--- src/rtl/multi_ctrl_pkg.sv ---
// Shared types and encodings for the multi-cycle CPU control unit.
// HALT exists only when MULTI_CTRL_ILLEGAL_TRAP_EN is defined.
package multi_ctrl_pkg;

  typedef enum logic [3:0] {
    S_FETCH,
    S_DECODE,
    S_MEMADR,
    S_MEMRD,
    S_MEMWB,
    S_MEMWR,
    S_RTYPEEX,
    S_RTYPEWB,
    S_BEQEX,
    S_ADDIEX,
    S_ADDIWB,
    S_JEX
`ifdef MULTI_CTRL_ILLEGAL_TRAP_EN
    , S_HALT
`endif
  } state_t;

  localparam logic [5:0] OP_RTYPE = 6'b000000;
  localparam logic [5:0] OP_LW    = 6'b100011;
  localparam logic [5:0] OP_SW    = 6'b101011;
  localparam logic [5:0] OP_BEQ   = 6'b000100;
  localparam logic [5:0] OP_ADDI  = 6'b001000;
  localparam logic [5:0] OP_J     = 6'b000010;

  localparam logic [5:0] FN_ADD = 6'b100000;
  localparam logic [5:0] FN_SUB = 6'b100010;
  localparam logic [5:0] FN_AND = 6'b100100;
  localparam logic [5:0] FN_OR  = 6'b100101;
  localparam logic [5:0] FN_SLT = 6'b101010;

  localparam logic [2:0] ALU_ADD = 3'b010;
  localparam logic [2:0] ALU_SUB = 3'b110;
  localparam logic [2:0] ALU_AND = 3'b000;
  localparam logic [2:0] ALU_OR  = 3'b001;
  localparam logic [2:0] ALU_SLT = 3'b111;

  localparam logic [1:0] ALUOP_ADD   = 2'b00;
  localparam logic [1:0] ALUOP_SUB   = 2'b01;
  localparam logic [1:0] ALUOP_FUNCT = 2'b10;

  localparam logic [1:0] SRCB_RT    = 2'b00;
  localparam logic [1:0] SRCB_FOUR  = 2'b01;
  localparam logic [1:0] SRCB_IMM   = 2'b10;
  localparam logic [1:0] SRCB_BROFF = 2'b11;

endpackage

--- src/rtl/ctrl_bus_if.sv ---
// Clock/reset bundle shared by the control unit and its neighbours.
interface ctrl_bus_if;
  logic clk;
  logic reset;

  modport central (input clk, input reset);
endinterface

--- src/rtl/alu_decoder.sv ---
// Maps (aluop, funct) to the ALU control code; flags funct values the ALU cannot execute.
module alu_decoder
  import multi_ctrl_pkg::*;
(
  input  logic [1:0] i_aluop,
  input  logic [5:0] i_funct,
  output logic [2:0] o_alu_ctrl,
  output logic       o_funct_valid
);

  always_comb begin
    o_alu_ctrl    = ALU_ADD;
    o_funct_valid = 1'b1;
    case (i_aluop)
      ALUOP_SUB: o_alu_ctrl = ALU_SUB;
      ALUOP_FUNCT: begin
        case (i_funct)
          FN_ADD:  o_alu_ctrl = ALU_ADD;
          FN_SUB:  o_alu_ctrl = ALU_SUB;
          FN_AND:  o_alu_ctrl = ALU_AND;
          FN_OR:   o_alu_ctrl = ALU_OR;
          FN_SLT:  o_alu_ctrl = ALU_SLT;
          default: o_funct_valid = 1'b0;
        endcase
      end
      default: o_alu_ctrl = ALU_ADD;
    endcase
  end

endmodule

--- src/rtl/multi_controller.sv ---
// Moore control FSM for the multi-cycle CPU datapath.
// Define MULTI_CTRL_ILLEGAL_TRAP_EN to trap unknown op/funct into a sticky HALT state.
module multi_controller
  import multi_ctrl_pkg::*;
(
  ctrl_bus_if.central ctrl_bus,
  input  logic [5:0]  op,
  input  logic [5:0]  funct,
  input  logic        zero,
  output logic        i_or_d,
  output logic        ireg_write_enab,
  output logic        pc_write_enab,
  output logic        pc_src,
  output logic        jmp,
  output logic        alu_srcA,
  output logic [1:0]  alu_srcB,
  output logic [2:0]  alu_ctrl_sig,
  output logic        reg_dst,
  output logic        mem_to_reg,
  output logic        reg_write,
  output logic        mem_write,
  output logic        illegal
);

  state_t     r_state;
  state_t     w_next;
  logic [1:0] w_aluop;
  logic       w_alu_en;
  logic [2:0] w_alu_ctrl;
  logic       w_funct_valid;

  alu_decoder u_alu_decoder (
    .i_aluop       (w_aluop),
    .i_funct       (funct),
    .o_alu_ctrl    (w_alu_ctrl),
    .o_funct_valid (w_funct_valid)
  );

  always_ff @(posedge ctrl_bus.clk or posedge ctrl_bus.reset) begin
    if (ctrl_bus.reset) r_state <= S_FETCH;
    else                r_state <= w_next;
  end

  always_comb begin
    w_next = r_state;
    case (r_state)
      S_FETCH:  w_next = S_DECODE;
      S_DECODE: begin
        case (op)
          OP_LW, OP_SW: w_next = S_MEMADR;
          OP_RTYPE:     w_next = S_RTYPEEX;
          OP_BEQ:       w_next = S_BEQEX;
          OP_ADDI:      w_next = S_ADDIEX;
          OP_J:         w_next = S_JEX;
`ifdef MULTI_CTRL_ILLEGAL_TRAP_EN
          default:      w_next = S_HALT;
`else
          default:      w_next = S_FETCH;
`endif
        endcase
      end
      S_MEMADR:  w_next = (op == OP_LW) ? S_MEMRD : S_MEMWR;
      S_MEMRD:   w_next = S_MEMWB;
`ifdef MULTI_CTRL_ILLEGAL_TRAP_EN
      S_RTYPEEX: w_next = w_funct_valid ? S_RTYPEWB : S_HALT;
      S_HALT:    w_next = S_HALT;
`else
      S_RTYPEEX: w_next = S_RTYPEWB;
`endif
      S_ADDIEX:  w_next = S_ADDIWB;
      default:   w_next = S_FETCH;
    endcase
  end

  always_comb begin
    i_or_d          = 1'b0;
    ireg_write_enab = 1'b0;
    pc_write_enab   = 1'b0;
    pc_src          = 1'b0;
    jmp             = 1'b0;
    alu_srcA        = 1'b0;
    alu_srcB        = SRCB_RT;
    reg_dst         = 1'b0;
    mem_to_reg      = 1'b0;
    reg_write       = 1'b0;
    mem_write       = 1'b0;
    w_aluop         = ALUOP_ADD;
    w_alu_en        = 1'b0;
    case (r_state)
      S_FETCH: begin
        ireg_write_enab = 1'b1;
        pc_write_enab   = 1'b1;
        alu_srcB        = SRCB_FOUR;
        w_alu_en        = 1'b1;
      end
      S_DECODE: begin
        alu_srcB = SRCB_BROFF;
        w_alu_en = 1'b1;
      end
      S_MEMADR, S_ADDIEX: begin
        alu_srcA = 1'b1;
        alu_srcB = SRCB_IMM;
        w_alu_en = 1'b1;
      end
      S_MEMRD: i_or_d = 1'b1;
      S_MEMWR: begin
        i_or_d    = 1'b1;
        mem_write = 1'b1;
      end
      S_MEMWB: begin
        reg_write  = 1'b1;
        mem_to_reg = 1'b1;
      end
      S_RTYPEEX: begin
        alu_srcA = 1'b1;
        w_aluop  = ALUOP_FUNCT;
        w_alu_en = 1'b1;
      end
      S_RTYPEWB: begin
        reg_write = 1'b1;
        reg_dst   = 1'b1;
      end
      S_ADDIWB: reg_write = 1'b1;
      S_BEQEX: begin
        alu_srcA      = 1'b1;
        w_aluop       = ALUOP_SUB;
        w_alu_en      = 1'b1;
        pc_src        = 1'b1;
        pc_write_enab = zero;
      end
      S_JEX: begin
        jmp           = 1'b1;
        pc_write_enab = 1'b1;
      end
      default: ;
    endcase
    // Reset masks the enables immediately, before the state register has settled.
    if (ctrl_bus.reset) begin
      ireg_write_enab = 1'b0;
      pc_write_enab   = 1'b0;
      reg_write       = 1'b0;
      mem_write       = 1'b0;
    end
  end

  assign alu_ctrl_sig = w_alu_en ? w_alu_ctrl : '0;

`ifdef MULTI_CTRL_ILLEGAL_TRAP_EN
  assign illegal = (r_state == S_HALT);
`else
  logic w_unused_funct_valid;
  assign w_unused_funct_valid = w_funct_valid;
  assign illegal = 1'b0;
`endif

endmodule

--- src/flat_wrapper.sv ---
// flat-port wrapper written by rule: the top's interface ports become plain ports
module multi_controller_flat import multi_ctrl_pkg::*;
  (op, funct, zero, i_or_d, ireg_write_enab, pc_write_enab, pc_src, jmp, alu_srcA, alu_srcB, alu_ctrl_sig, reg_dst, mem_to_reg, reg_write, mem_write, illegal, ctrl_bus_clk, ctrl_bus_reset);
  ctrl_bus_if ctrl_bus_i ();
  input  logic [5:0] op;
  input  logic [5:0] funct;
  input  logic zero;
  output logic i_or_d;
  output logic ireg_write_enab;
  output logic pc_write_enab;
  output logic pc_src;
  output logic jmp;
  output logic alu_srcA;
  output logic [1:0] alu_srcB;
  output logic [2:0] alu_ctrl_sig;
  output logic reg_dst;
  output logic mem_to_reg;
  output logic reg_write;
  output logic mem_write;
  output logic illegal;
  input wire logic [$bits(ctrl_bus_i.clk)-1:0] ctrl_bus_clk;
  input wire logic [$bits(ctrl_bus_i.reset)-1:0] ctrl_bus_reset;
  assign ctrl_bus_i.clk = ctrl_bus_clk;
  assign ctrl_bus_i.reset = ctrl_bus_reset;
  multi_controller u_core (.ctrl_bus(ctrl_bus_i), .op(op), .funct(funct), .zero(zero), .i_or_d(i_or_d), .ireg_write_enab(ireg_write_enab), .pc_write_enab(pc_write_enab), .pc_src(pc_src), .jmp(jmp), .alu_srcA(alu_srcA), .alu_srcB(alu_srcB), .alu_ctrl_sig(alu_ctrl_sig), .reg_dst(reg_dst), .mem_to_reg(mem_to_reg), .reg_write(reg_write), .mem_write(mem_write), .illegal(illegal));
endmodule
--- config.mk ---
export PLATFORM = sky130hd
export DESIGN_NAME = multi_controller_flat
export DESIGN_NICKNAME = d
export VERILOG_FILES = /design/src/rtl/multi_ctrl_pkg.sv /design/src/rtl/ctrl_bus_if.sv /design/src/rtl/alu_decoder.sv /design/src/rtl/multi_controller.sv /design/src/flat_wrapper.sv
export SDC_FILE = /design/constraint.sdc
export NUM_CORES = 1
export LEC_CHECK = 0
export CORE_UTILIZATION = 45
export CTS_CLUSTER_DIAMETER = 100
export DETAILED_ROUTE_END_ITERATION = 7
export DONT_BUFFER_PORTS = 1
export SLEW_MARGIN = 20
export SYNTH_ARGS = -nofsm -noshare
export SYNTH_HDL_FRONTEND = slang
export SYNTH_SLANG_ARGS = --single-unit
--- constraint.sdc ---
create_clock -name ctrl_bus_clk -period 2.7 [get_ports ctrl_bus_clk]
set_input_delay 0.54 -clock ctrl_bus_clk [delete_from_list [all_inputs] [get_ports ctrl_bus_clk]]
set_output_delay 0.54 -clock ctrl_bus_clk [all_outputs]
set_load 0.05 [all_outputs]
; Word-level counts from Yosys, hierarchy flattened
; Index checks and enable logic that the tools add are counted.
[op_classes]
muxes = 23
reduce_logical = 9
n_eq_ne = 22
[ops]
columns = operator, count
row1 = "equality test 6 bit, second input constant", 6
row2 = case mux 4 bit (6 select lines), 1
row3 = case mux 4 bit (5 select lines), 1
row4 = "equality test 4 x 3 -> 1 bit, second input constant", 4
row5 = "equality test 4 bit, second input constant", 4
row6 = two-way mux 1 bit, 14
row7 = case mux 3 bit (4 select lines), 1
row8 = "equality test 4 x 2 -> 1 bit, second input constant", 2
row9 = OR reduction 2 bit, 4
row10 = "equality test 6 x 2 -> 1 bit, second input constant", 1
row11 = "equality test 6 x 3 -> 1 bit, second input constant", 1
row12 = "equality test 6 x 4 -> 1 bit, second input constant", 1
row13 = zero test 6 bit, 1
row14 = two-way mux 3 bit, 2
row15 = case mux 2 bit (3 select lines), 1
row16 = case mux 3 bit (2 select lines), 1
row17 = OR reduction 6 bit, 1
row18 = "equality test 4 x 1 -> 1 bit, second input constant", 1
row19 = zero test 4 bit, 1
row20 = case mux 2 bit (2 select lines), 1
row21 = OR reduction 4 bit, 1
row22 = OR reduction 3 bit, 1
row23 = "equality test 2 x 1 -> 1 bit, second input constant", 1
row24 = "equality test 2 bit, second input constant", 1
row25 = case mux 1 bit (2 select lines), 1
[totals]
register_bits = 4
out_inout_bits = 16
elab_cells = 55
in_bits = 15

; Longest topological paths before layout
; Gate-level depths: netlist (run 1).
[depth]
depth_word = 5
ltp_mapped = 8
ltp_nobuf = 7

; Modules after synthesis
; Synthesis (run 1) repeated with hierarchy kept, for this count alone.
[unflattened]
cells_unflattened = 87
hier_area_um2 = 641.9
[modules_own_cells]
columns = mod, n_inst, seq_area_each_um2, area_each_um2, cells_each
row1 = multi_controller, 1, 100.1, 483.0, 67
row2 = alu_decoder, 1, 0.0, 158.9, 20

; Least setup slack after synthesis (run 1)
; No wires, ideal clock.
[synth_path]
path_kind = register to output
startpoint = reg u_core.r_state[2]
endpoint = out ireg_write_enab
path_stages_with_launch = 4
slack_ps = -162
t_required_ps = 2160
path_buffers = 2
t_arrival_ps = 2322
path_cell_list = dfrtp_1 buf_6 buf_2 nor4b_1
[synth_between]
elab_chain_cells = 3
[synth_rtl]
columns = element, line
row1 = start: declaration, multi_controller.sv:25  ; state_t r_state;
row2 = start signal: assignment, multi_controller.sv:41  ; else r_state <= w_next;
row3 = zero test 4 bit, multi_controller.sv:89  ; case (r_state)
row4 = two-way mux 1 bit, multi_controller.sv:89
row5 = two-way mux 1 bit, multi_controller.sv:138  ; if (ctrl_bus.reset) begin
row6 = end: declaration, flat_wrapper.sv:9  ; output logic ireg_write_enab;
; No other way between the ends.

; Final worst setup path (run 1)
[layout_path]
startpoint = reg u_core.r_state[3]
endpoint = out alu_ctrl_sig[0]
[layout_between]
elab_chain_cells = 5
elab_cells_between_ends = 13
classes_between = eq/ne (7) / mux (4) / reduce/logical (2)
[layout_rtl]
columns = element, line
row1 = equality test 4 bit or equality test 4 x 3 -> 1 bit (tied branches), multi_controller.sv:89
row2 = case mux 2 bit (2 select lines), multi_controller.sv:89
row3 = equality test 2 bit or equality test 2 x 1 -> 1 bit (tied branches), --
row4 = case mux 3 bit (2 select lines), alu_decoder.sv:14  ; case (i_aluop)
row5 = two-way mux 3 bit (*), multi_controller.sv:146  ; assign alu_ctrl_sig = w_alu_en ? w_alu_ctrl : '0;
row6 = end: declaration, flat_wrapper.sv:15  ; output logic [2:0] alu_ctrl_sig;
; Mark *: on every way between the ends. The rest lies on a longest branch, timed or not.

==> impl_results.md, run 1 <==
* Synthesized flop and latch total at 4
* Area delta synth->final at 31.37%
* Boundary Pins at 31
* Setup TNS at 0 ps
* Max reg flops at 4
* VDD IR max at 0.4528 mV
* Fillers at 110
* PortBufs at 0
* Post-Synthesis Cells at 80
* Synth Flop Type: dfrtp_1
* Drt drc at 0
* Biggest regs: u_core.r_state: 4 flops
* Initial antenna violation count at 0
* Final setup vio count at 0
* Max Clock Skew at 2.605 ps
* Pre-antenna DRT Iters at 4
* Crit-path max FO at 8
* Vias in the first global route at 570
* Max Slew Vio Count at 0
* Max incr delay on CP at 450 ps
* Max clock buf depth at 2
* Critical-path cell list: nand2b_1, nand2b_1, ha_1, nor4bb_4, nand3_1, a21oi_2, buf_12
* Clock latency on the worst-skew pair at 230 ps
* Vias per cell at 5.709
* Row count at 12
* CTS tree: yes
* CTS buffer count at 3
* Placer Congestion at 0.8679
* Core Box Area at 1171 um2
* Distinct cells, synth at 38
* CP Class: reg -> out
* Worst setup SP type: flip-flop
* Largest net degree at the start of global routing at 9
* Met3 usage at 0.01163
* Status: finished clean
* Number of flops mapped to enable cells by yosys at 0
* Req. time, crit path at 2160 ps
* Congestion Overflow GR at 0
* Die Span X at 38.34 um
* Fmax achieved at 391.5 MHz
* Die area at 1470 um2
* Yosys warning total at 0
* Clock-pin slew on the worst setup and hold paths at 40 ps
* Antenna Nets Post-Route at 0
* Setup bufs post-CTS at 0
* CP arrival at 2010 ps
* Worst path most repeated cell: nand2b_1
* CP max-delay cell: dfrtp_1
* Met2 Resource Use GR at 0.3771
* Met1 GRT Util at 0.2753
* Worst setup EP type: primary output
* Pwr dens at 764.1 nW/um2
* Fraction of layout cells with a size suffix above 1 at 0.3542
* Worst hold path class: in -> async
* Gr usage total at 0.2262
* Die Ht at 38.34 um
* DR WL/cell at 13.04 um
* DP HPWL at 1.137 mm
* Max cap viols at 0
* Post-synth ARST share at 1.000
* Antenna cells at 0
* Syn Nets at 97
* Final Cell Area at 780.7 um2
* Unrepaired setup endpoints after global routing: false
* Syn avg cell area at 7.429 um2
* Synthesized cell area at 594.3 um2
* Final nets at 115
* Period utilization at 0.9460
* Fin crit period at 2554 ps
* Most flops, register: u_core.r_state
* Via count at 628
* Drt total wl at 1.434 mm
* Sequential area share after synthesis at 0.1684
* Starting density of the core at 0.5075
* GRT busiest layer: met2
* LEAKAGE at 0.3489 nW
* Clk sink count at 4
* Initial DRC count at 10
* Final hold violation count at 0
* First-pass GRT wire length at 2.297 mm
* H-Tree Depth at 1
* CTS root buf: clkbuf_4
* Post-DP Area at 743.2 um2
## cell families (layout without fill, tap and decap cells)
logic type	count (synthesis)	after routing	share of synthesized area
other	1	1	0.006310
xor gates and xnor gates	3	3	0.04422
adders and majority gates	2	2	0.04210
AOI/OAI and AO/OA	20	20	0.2421
DFF	4	4	0.1684
and+or+nand+nor	37	37	0.3726
buffers and inverters	13	29	0.1242
## synth_stat cells (2+ instances only)
cell	count	share of area
xor2_1	2	0.029
inv_2	2	0.013
a21oi_2	2	0.029
nand3_1	5	0.042
inv_1	5	0.032
dfrtp_1	4	0.17
and3_1	2	0.021
a21oi_1	5	0.042
nor3b_1	3	0.038
buf_2	3	0.025
o211ai_1	2	0.025
ha_1	2	0.042
o21ai_1	2	0.017
o21ai_0	2	0.017
nand2_1	3	0.019
nor2_1	7	0.044
nand4_1	2	0.021
nor3_1	6	0.051
nand2b_1	2	0.021
## worst max-delay path: cells and delay by family, from the launching register on
kind | cells | cell delay, ps
and+or+nand+nor | 4 | 790
DFF | 1 | 450
adders and majority gates | 1 | 200
AOI/OAI and AO/OA | 1 | 180
buffers and inverters | 1 | 150
## report_power, final
| group | internal [mW] | total [mW] | switching (mW) |
|---|---|---|---|
| registers | 0.0741 | 0.0981 | 0.0240 |
| clock network | 0.0498 | 0.0747 | 0.0249 |
| logic | 0.153 | 0.424 | 0.271 |
## area by class of cell
type / instances / area [um2] / share of cell area
Tap cell: 14 / 17.52 / 0.02244
Multi-Input combinational cell: 63 / 446.7 / 0.5721
Sequential cell: 4 / 100.1 / 0.1282
Inverter: 7 / 26.28 / 0.03365
Timing Repair Buffer: 19 / 167.7 / 0.2147
Clock buffer: 3 / 22.52 / 0.02885
## final timing paths
path | start | endpoint | slack, ps | cells past startpoint
setup / recovery | u_core.r_state[3] | alu_ctrl_sig[0] | 150 | 7
hold / removal | ctrl_bus_reset | u_core.r_state[3] | 70 | 1
setup reg to reg | u_core.r_state[1] | u_core.r_state[1] | 1310 | 3
hold reg to reg | u_core.r_state[1] | u_core.r_state[0] | 670 | 2
max in group asynchronous | ctrl_bus_reset | u_core.r_state[0] | 2490 | 1
min in group ctrl_bus_clk | op[4] | u_core.r_state[0] | 510 | 3
## metrics by stage
stage / utilization / cells / total power [mW] / setup slack (ps) / hold slack, ps
3_5_place_dp: 0.6346 / 107 / 0.5203 / 323.0 / 318.2
2_1_floorplan: - / 80 / 0.4048 / 111.6 / 306.1
6_report: 0.6667 / 110 / 0.5966 / 145.9 / 68.66
3_3_place_gp: 0.6346 / 107 / 0.5226 / 387.6 / 318.3
5_1_grt: 0.6667 / 110 / 0.6319 / 3.055 / 74.92
4_1_cts: 0.6538 / 110 / 0.5999 / 44.47 / 65.34
## layer usage
| metal | part of all wire | wire length (um) | vias up |
|---|---|---|---|
| met5 | 0 | 0 | - |
| met4 | 0 | 0 | 0 |
| met3 | 0.044 | 63 | 0 |
| met2 | 0.51 | 732 | 18 |
| met1 | 0.44 | 638 | 291 |
| li1 | - | - | 319 |
## repair_timing
item	CTS	global route
gates resized for setup	0	2
hold buffers	0	0
setup endpoints to repair	0	2
## layout by cell type, fill, tap and decap left out, types with 2 or more instances in the layout
cell	Yosys	routed
nor3b_1	3	3
a21oi_1	5	5
nand4_1	2	2
nand2_1	3	3
nand2b_1	2	2
ha_1	2	2
buf_12	0	2
dfrtp_1	4	4
xor2_1	2	2
a21oi_2	2	2
and3_1	2	2
nor3_1	6	6
inv_1	5	5
inv_2	2	2
nor2_1	7	7
clkbuf_4	0	3
o211ai_1	2	2
o21ai_1	2	3
nand3_1	5	5
buf_4	1	17
Power figures use the tool's default switching activity.
==> inputs of run 2 (changes only) <==
--- a/config.mk
+++ b/config.mk
@@ -5,10 +5,11 @@
 export SDC_FILE = /design/constraint.sdc
 export NUM_CORES = 1
 export LEC_CHECK = 0
-export CORE_UTILIZATION = 45
+export BUFFER_PORTS_ARGS = -buffer_cell sky130_fd_sc_hd__buf_2
+export CORE_UTILIZATION = 43
 export CTS_CLUSTER_DIAMETER = 100
 export DETAILED_ROUTE_END_ITERATION = 7
-export DONT_BUFFER_PORTS = 1
+export PLACE_DENSITY = 0.77
 export SLEW_MARGIN = 20
 export SYNTH_ARGS = -nofsm -noshare
 export SYNTH_HDL_FRONTEND = slang
==> run 2 against run 1 <==
  * Non-clock buffer count increased by 12
  * Clock-buffer cell count did not move
  * First-iteration DRC count rose by 10%
  * Cell count up 12%
  * Die area grew 4.4%
  * Sequential power grew 17%
  * Fmax shrank 0.65%
  * Wire length rose by 7.7%
==> impl_results.md, run 2 (synthesis results as in run 1) <==
* Status: finished clean (unchanged)
* Max Clock Skew at 3.944 ps (was 2.605 ps)
* Unrepaired setup endpoints after global routing: false (unchanged)
* Die area at 1535 um2 (was 1470 um2)
* Row count at 13 (was 12)
* Pwr Total at 0.5589 mW (was 0.5966 mW)
* Congestion Overflow GR at 0 (unchanged)
* Hold buffer count at CTS at 0 (unchanged)
* Die Ht at 39.18 um (was 38.34 um)
* Vias in the first global route at 562 (was 570)
* Vias per cell at 5.472 (was 5.709)
* Max clock buf depth at 2 (unchanged)
* Final nets at 127 (was 115)
* Start of the worst register-to-register path: u_core.r_state[1] (unchanged)
* CTS root buf: clkbuf_4 (unchanged)
* Clk sink count at 4 (unchanged)
* Req. time, crit path at 2160 ps (about the same)
* LEAKAGE at 0.3761 nW (was 0.3489 nW)
* Post-cts resize count at 2 (was 0)
* Fmax achieved at 389.0 MHz (was 391.5 MHz)
* Commonest cells after routing, fill and taps aside: buf_2 (27), nor2_1 (7), nor3_1 (6) (was buf_4 (17), nor2_1 (7), nor3_1 (6))
* Pwr dens at 714.7 nW/um2 (was 764.1 nW/um2)
* Max cap viols at 0 (unchanged)
* Register area at 103.9 um2 (was 100.1 um2)
* Fin crit period at 2571 ps (was 2554 ps)
* Clock-pin slew on the worst setup and hold paths at 40 ps (about the same)
* Bufs and invs on worst path at 3 (was 1)
* Hold_ws at 216.3 ps (was 68.66 ps)
* Crit path max-delay family: simple AND/OR/NAND/NOR gates (unchanged)
* Antenna Nets Post-Route at 0 (unchanged)
* CP max-delay cell: dfrtp_2 (was dfrtp_1)
* H-Tree Depth at 1 (unchanged)
* Antenna cells at 0 (unchanged)
* Setup TNS at 0 ps (unchanged)
* Biggest regs: u_core.r_state: 4 flops (unchanged)
* PortBufs at 29 (was 0)
* Worst setup EP type: primary output (unchanged)
* Die Span X at 39.18 um (was 38.34 um)
* Via count at 673 (was 628)
* Initial antenna violation count at 0 (unchanged)
* Fillers at 129 (was 110)
* Crit-path max FO at 11 (was 8)
* Max reg flops at 4 (unchanged)
* Initial DRC count at 11 (was 10)
* Area delta synth->final at 31.58% (was 31.37%)
* Drt drc at 0 (unchanged)
* Critical-path cell list: inv_2, nand4_1, inv_1, ha_1, nor4bb_4, nand3_1, a21oi_2, buf_4 (was nand2b_1, nand2b_1, ha_1, nor4bb_4, nand3_1, a21oi_2, buf_12)
* CP Class: reg -> out (unchanged)
* Post-DP Area at 732.0 um2 (was 743.2 um2)
* Final WS setup at 129.2 ps (was 145.9 ps)
* Final hold violation count at 0 (unchanged)
* Area of the multi-input gates at 441.7 um2 (was 446.7 um2)
* CP arrival at 2030 ps (was 2010 ps)
* CTS tree: yes (unchanged)
* Max incr delay on CP at 470 ps (was 450 ps)
* Pre-CTS setup slack at 191.8 ps (was 323.0 ps)
* VDD IR max at 0.3718 mV (was 0.4528 mV)
* DP HPWL at 1.181 mm (was 1.137 mm)
* Final Cell Area at 782.0 um2 (was 780.7 um2)
* Boundary Pins at 31 (unchanged)
* CTS buffer count at 3 (unchanged)
* Final setup vio count at 0 (unchanged)
* Largest net degree at the start of global routing at 14 (was 9)
* Drt total wl at 1.545 mm (was 1.434 mm)
* Most flops, register: u_core.r_state (unchanged)
* Starting density of the core at 0.4625 (was 0.5075)
* Worst hold path class: in -> async (unchanged)
* Placer Congestion at 0.7910 (was 0.8679)
* Pre-antenna DRT Iters at 4 (unchanged)
* Setup bufs post-CTS at 0 (unchanged)
* DR WL/cell at 12.56 um (was 13.04 um)
* Most common cell after layout, fill and taps aside: buf_2 (was buf_4)
* CP startpoint: u_core.r_state[3] (unchanged)
* Gr usage total at 0.2581 (was 0.2262)
* First-pass GRT wire length at 2.504 mm (was 2.297 mm)
* Clock latency on the worst-skew pair at 250 ps (was 230 ps)
* Fraction of layout cells with a size suffix above 1 at 0.4444 (was 0.3542)
* Max Slew Vio Count at 0 (unchanged)
* Worst setup SP type: flip-flop (unchanged)
* Core Box Area at 1285 um2 (was 1171 um2)
* Period utilization at 0.9522 (was 0.9460)
run 2: changes by cell type in the layout (fill, tap and decap cells not counted):
cell / before / now
buf_4: 17 / 3
buf_6: 0 / 1
dfrtp_2: 0 / 3
o21ai_1: 3 / 2
a211oi_1: 0 / 1
buf_2: 0 / 27
dfrtp_1: 4 / 1
o21ai_0: 1 / 2
buf_12: 2 / 0
a211oi_2: 1 / 0
run 2: layer usage:
| layer | routed length [um] | vias up | GRT usage |
|---|---|---|---|
| li1 | - | 341 | - |
| met1 | 689 | 301 | 0.3090 |
| met2 | 731 | 26 | 0.3667 |
| met3 | 81 | 5 | 0.08671 |
| met4 | 43 | 0 | 0.2069 |
| met5 | 0 | - | 0 |
run 2: final cells by class:
type,count,area share
multi-input combinational,63,0.5648
sequential,4,0.1328
inverter,7,0.03360
clock buffer,3,0.02880
timing repair buffer,31,0.2160
tap,15,0.02400
run 2: power by group:
group	internal, mW	switching (mW)	total [mW]
clock	0.0501	0.0305	0.0806
combinational	0.109	0.255	0.364
sequential	0.0765	0.0380	0.115
total	0.235	0.324	0.559
run 2: per-stage QoR:
step,instances,util
after floorplan,80,-
after global placement,120,0.5696
after detailed placement,120,0.5696
after CTS,123,0.5940
after global routing,123,0.6086
final,123,0.6086
run 2: worst paths after layout:
path | end | depth (start not counted) | slack, ps
min in group ctrl_bus_clk | u_core.r_state[0] | 1 | 590
hold / removal | u_core.r_state[3] | 2 | 220
hold reg to reg | u_core.r_state[0] | 1 | 590
setup / recovery | alu_ctrl_sig[0] | 8 | 130
setup reg to reg | u_core.r_state[1] | 3 | 1320
max in group asynchronous | u_core.r_state[0] | 2 | 2310
==> inputs of run 3 (changes only) <==
==> constraint.sdc (replaced) <==
create_clock -name ctrl_bus_clk -period 2.6 [get_ports ctrl_bus_clk]
set_input_delay 0.52 -clock ctrl_bus_clk [delete_from_list [all_inputs] [get_ports ctrl_bus_clk]]
set_output_delay 0.52 -clock ctrl_bus_clk [all_outputs]
set_load 0.05 [all_outputs]
==> run 3 against run 2 <==
  * Clock skew down 3.7 ps
  * Sequential share of layout area down 0.20 points
  * Setup slack better by 27 ps
  * Clock-buffer cell count unchanged
  * Cell count up 0.81%
  * Combinational power up 5%
  * Largest cell class unchanged
  * Largest power group unchanged
==> impl_results.md, run 3 (synthesis results as in run 1) <==
* First-pass GRT wire length at 2.553 mm (was 2.504 mm)
* Core Box Area at 1285 um2 (unchanged)
* Clk pwr share at 0.135 (was 0.144)
* Initial DRC count at 15 (was 11)
* Unrepaired setup endpoints after global routing: false (unchanged)
* Final core occ at 0.6105 (was 0.6086)
* Crit-path max FO at 13 (was 11)
* CP arrival at 1920 ps (was 2030 ps)
* LEAKAGE at 0.3855 nW (was 0.3761 nW)
* DP HPWL at 1.219 mm (was 1.181 mm)
* Final hold violation count at 0 (unchanged)
* Biggest regs: u_core.r_state: 4 flops (unchanged)
* Starting density of the core at 0.4625 (unchanged)
* Worst setup EP type: primary output (unchanged)
* Fillers at 119 (was 129)
* Internal power at 0.2457 mW (was 0.2351 mW)
* Register-to-Register Path Depth at 3 (unchanged)
* Max Clock Skew at 0.2230 ps (was 3.944 ps)
* Period utilization at 0.9398
* Clk sink count at 4 (unchanged)
* Drt total wl at 1.557 mm (was 1.545 mm)
* Antenna Nets Post-Route at 0 (unchanged)
* Register area at 102.6 um2 (was 103.9 um2)
* Pwr dens at 735.2 nW/um2 (was 714.7 nW/um2)
* Die Ht at 39.18 um (unchanged)
* Max reg flops at 4 (unchanged)
* CTS root buf: clkbuf_4 (unchanged)
* Switching pwr at 0.3311 mW (was 0.3238 mW)
* Row count at 13 (unchanged)
* Vias per cell at 5.427 (was 5.472)
* Max clock buf depth at 2 (unchanged)
* H-Tree Depth at 1 (unchanged)
* CTS buffer count at 3 (unchanged)
* Max cap viols at 0 (unchanged)
* Initial antenna violation count at 0 (unchanged)
* Final WS setup at 156.6 ps (was 129.2 ps)
* Final nets at 128 (was 127)
* Req. time, crit path at 2080 ps (was 2160 ps)
* Antenna cells at 0 (unchanged)
* PortBufs at 29 (unchanged)
* Placer Congestion at 0.8054 (was 0.7910)
* Clock latency on the worst-skew pair at 240 ps (was 250 ps)
* Vias in the first global route at 584 (was 562)
* Area delta synth->final at 32.00% (was 31.58%)
* Final setup vio count at 0 (unchanged)
* Boundary Pins at 31 (unchanged)
* Largest net degree at the start of global routing at 14 (unchanged)
* CTS tree: yes (unchanged)
* VDD IR max at 0.4051 mV (was 0.3718 mV)
* Most common cell after layout, fill and taps aside: buf_2 (unchanged)
* Final Cell Area at 784.5 um2 (was 782.0 um2)
* Worst hold path class: in -> async (unchanged)
* Pre-CTS setup slack at 146.5 ps (was 191.8 ps)
* Die Span X at 39.18 um (unchanged)
* Congestion Overflow GR at 0 (unchanged)
* Via count at 673 (unchanged)
* Pre-antenna DRT Iters at 4 (unchanged)
* Commonest cells after routing, fill and taps aside: buf_2 (27), nor2_1 (7), nor3_1 (6) (unchanged)
* Clock-pin slew on the worst setup and hold paths at 40 ps (about the same)
* Gr usage total at 0.2575 (was 0.2581)
* Sw Share at 0.5740 (was 0.5794)
* Fmax achieved at 409.3 MHz
* DR WL/cell at 12.56 um (about the same)
* Max Slew Vio Count at 0 (unchanged)
* Post-DP Area at 739.5 um2 (was 732.0 um2)
* Setup TNS at 0 ps (unchanged)
* Die area at 1535 um2 (unchanged)
* Pwr Total at 0.5768 mW (was 0.5589 mW)
* Most flops, register: u_core.r_state (unchanged)
* Fin crit period at 2443 ps
* Area of the multi-input gates at 441.7 um2 (unchanged)
* Logic pwr share at 0.664 (was 0.651)
* Status: finished clean (unchanged)
* Fraction of layout cells with a size suffix above 1 at 0.4404 (was 0.4444)
* Worst setup SP type: flip-flop (unchanged)
* CP Class: reg -> out (unchanged)
* Seq pwr share at 0.202 (was 0.205)
* Drt drc at 0 (unchanged)
## run 3: cell types whose count changed in the layout (fill, tap and decap cells not counted), sizes merged
cell,previous run,this run
buf,31,32
## run 3: worst paths after layout
| kind | from | endpoint | slack, ps |
|---|---|---|---|
| max | u_core.r_state[0] | alu_ctrl_sig[0] | 160 |
| min | ctrl_bus_reset | u_core.r_state[1] | 210 |
| max reg2reg | u_core.r_state[1] | u_core.r_state[1] | 1220 |
| min reg2reg | u_core.r_state[0] | u_core.r_state[0] | 620 |
| max in group asynchronous | ctrl_bus_reset | u_core.r_state[0] | 2230 |
| min in group ctrl_bus_clk | u_core.r_state[0] | u_core.r_state[0] | 620 |
## run 3: power groups by stage
stage / clock network (mW) / logic, mW / registers, mW
after floorplan: 0 / 0.334 / 0.0864
after global placement: 0 / 0.375 / 0.111
after detailed placement: 0 / 0.379 / 0.114
after CTS: 0.0815 / 0.381 / 0.113
after global routing: 0.0886 / 0.412 / 0.121
final: 0.0776 / 0.383 / 0.116
## run 3: final cells by class
class	instances	area share
clock buffer	3	0.02871
sequential	4	0.1308
multi-input combinational	63	0.5630
timing repair buffer	32	0.2201
tap	15	0.02392
inverter	7	0.03349
## run 3: layer usage
layer | vias to the layer above | wire length, um | global-route usage
met5 | - | 0 | 0
li1 | 345 | - | -
met2 | 25 | 804 | 0.4208
met4 | 0 | 0 | 0.1293
met3 | 0 | 88 | 0.07514
met1 | 303 | 664 | 0.3007
## run 3: timing repair
action / 4_1_cts / 5_1_grt
setup buffers: 0 / 0
hold buffers: 0 / 0
pin swaps: 0 / 1
gates resized for setup: 3 / 3
endpoints found under the hold margin: 0 / 0
endpoints found under the setup margin: 2 / 2
## run 3: stage by stage
step / hold WS [ps] / instances
2_1_floorplan: 286.1 / 80
3_3_place_gp: 450.0 / 121
3_5_place_dp: 456.9 / 121
4_1_cts: 201.1 / 124
5_1_grt: 210.4 / 124
6_report: 207.9 / 124
## run 3: critical path, cell delays in order, from the launching register on
cell and delay [ps]:
dfrtp_2 480, inv_1 100, nand4_1 120, inv_1 90, ha_1 200, nor4bb_4 260, nand3_1 130, a21oi_2 120
buf_4 200
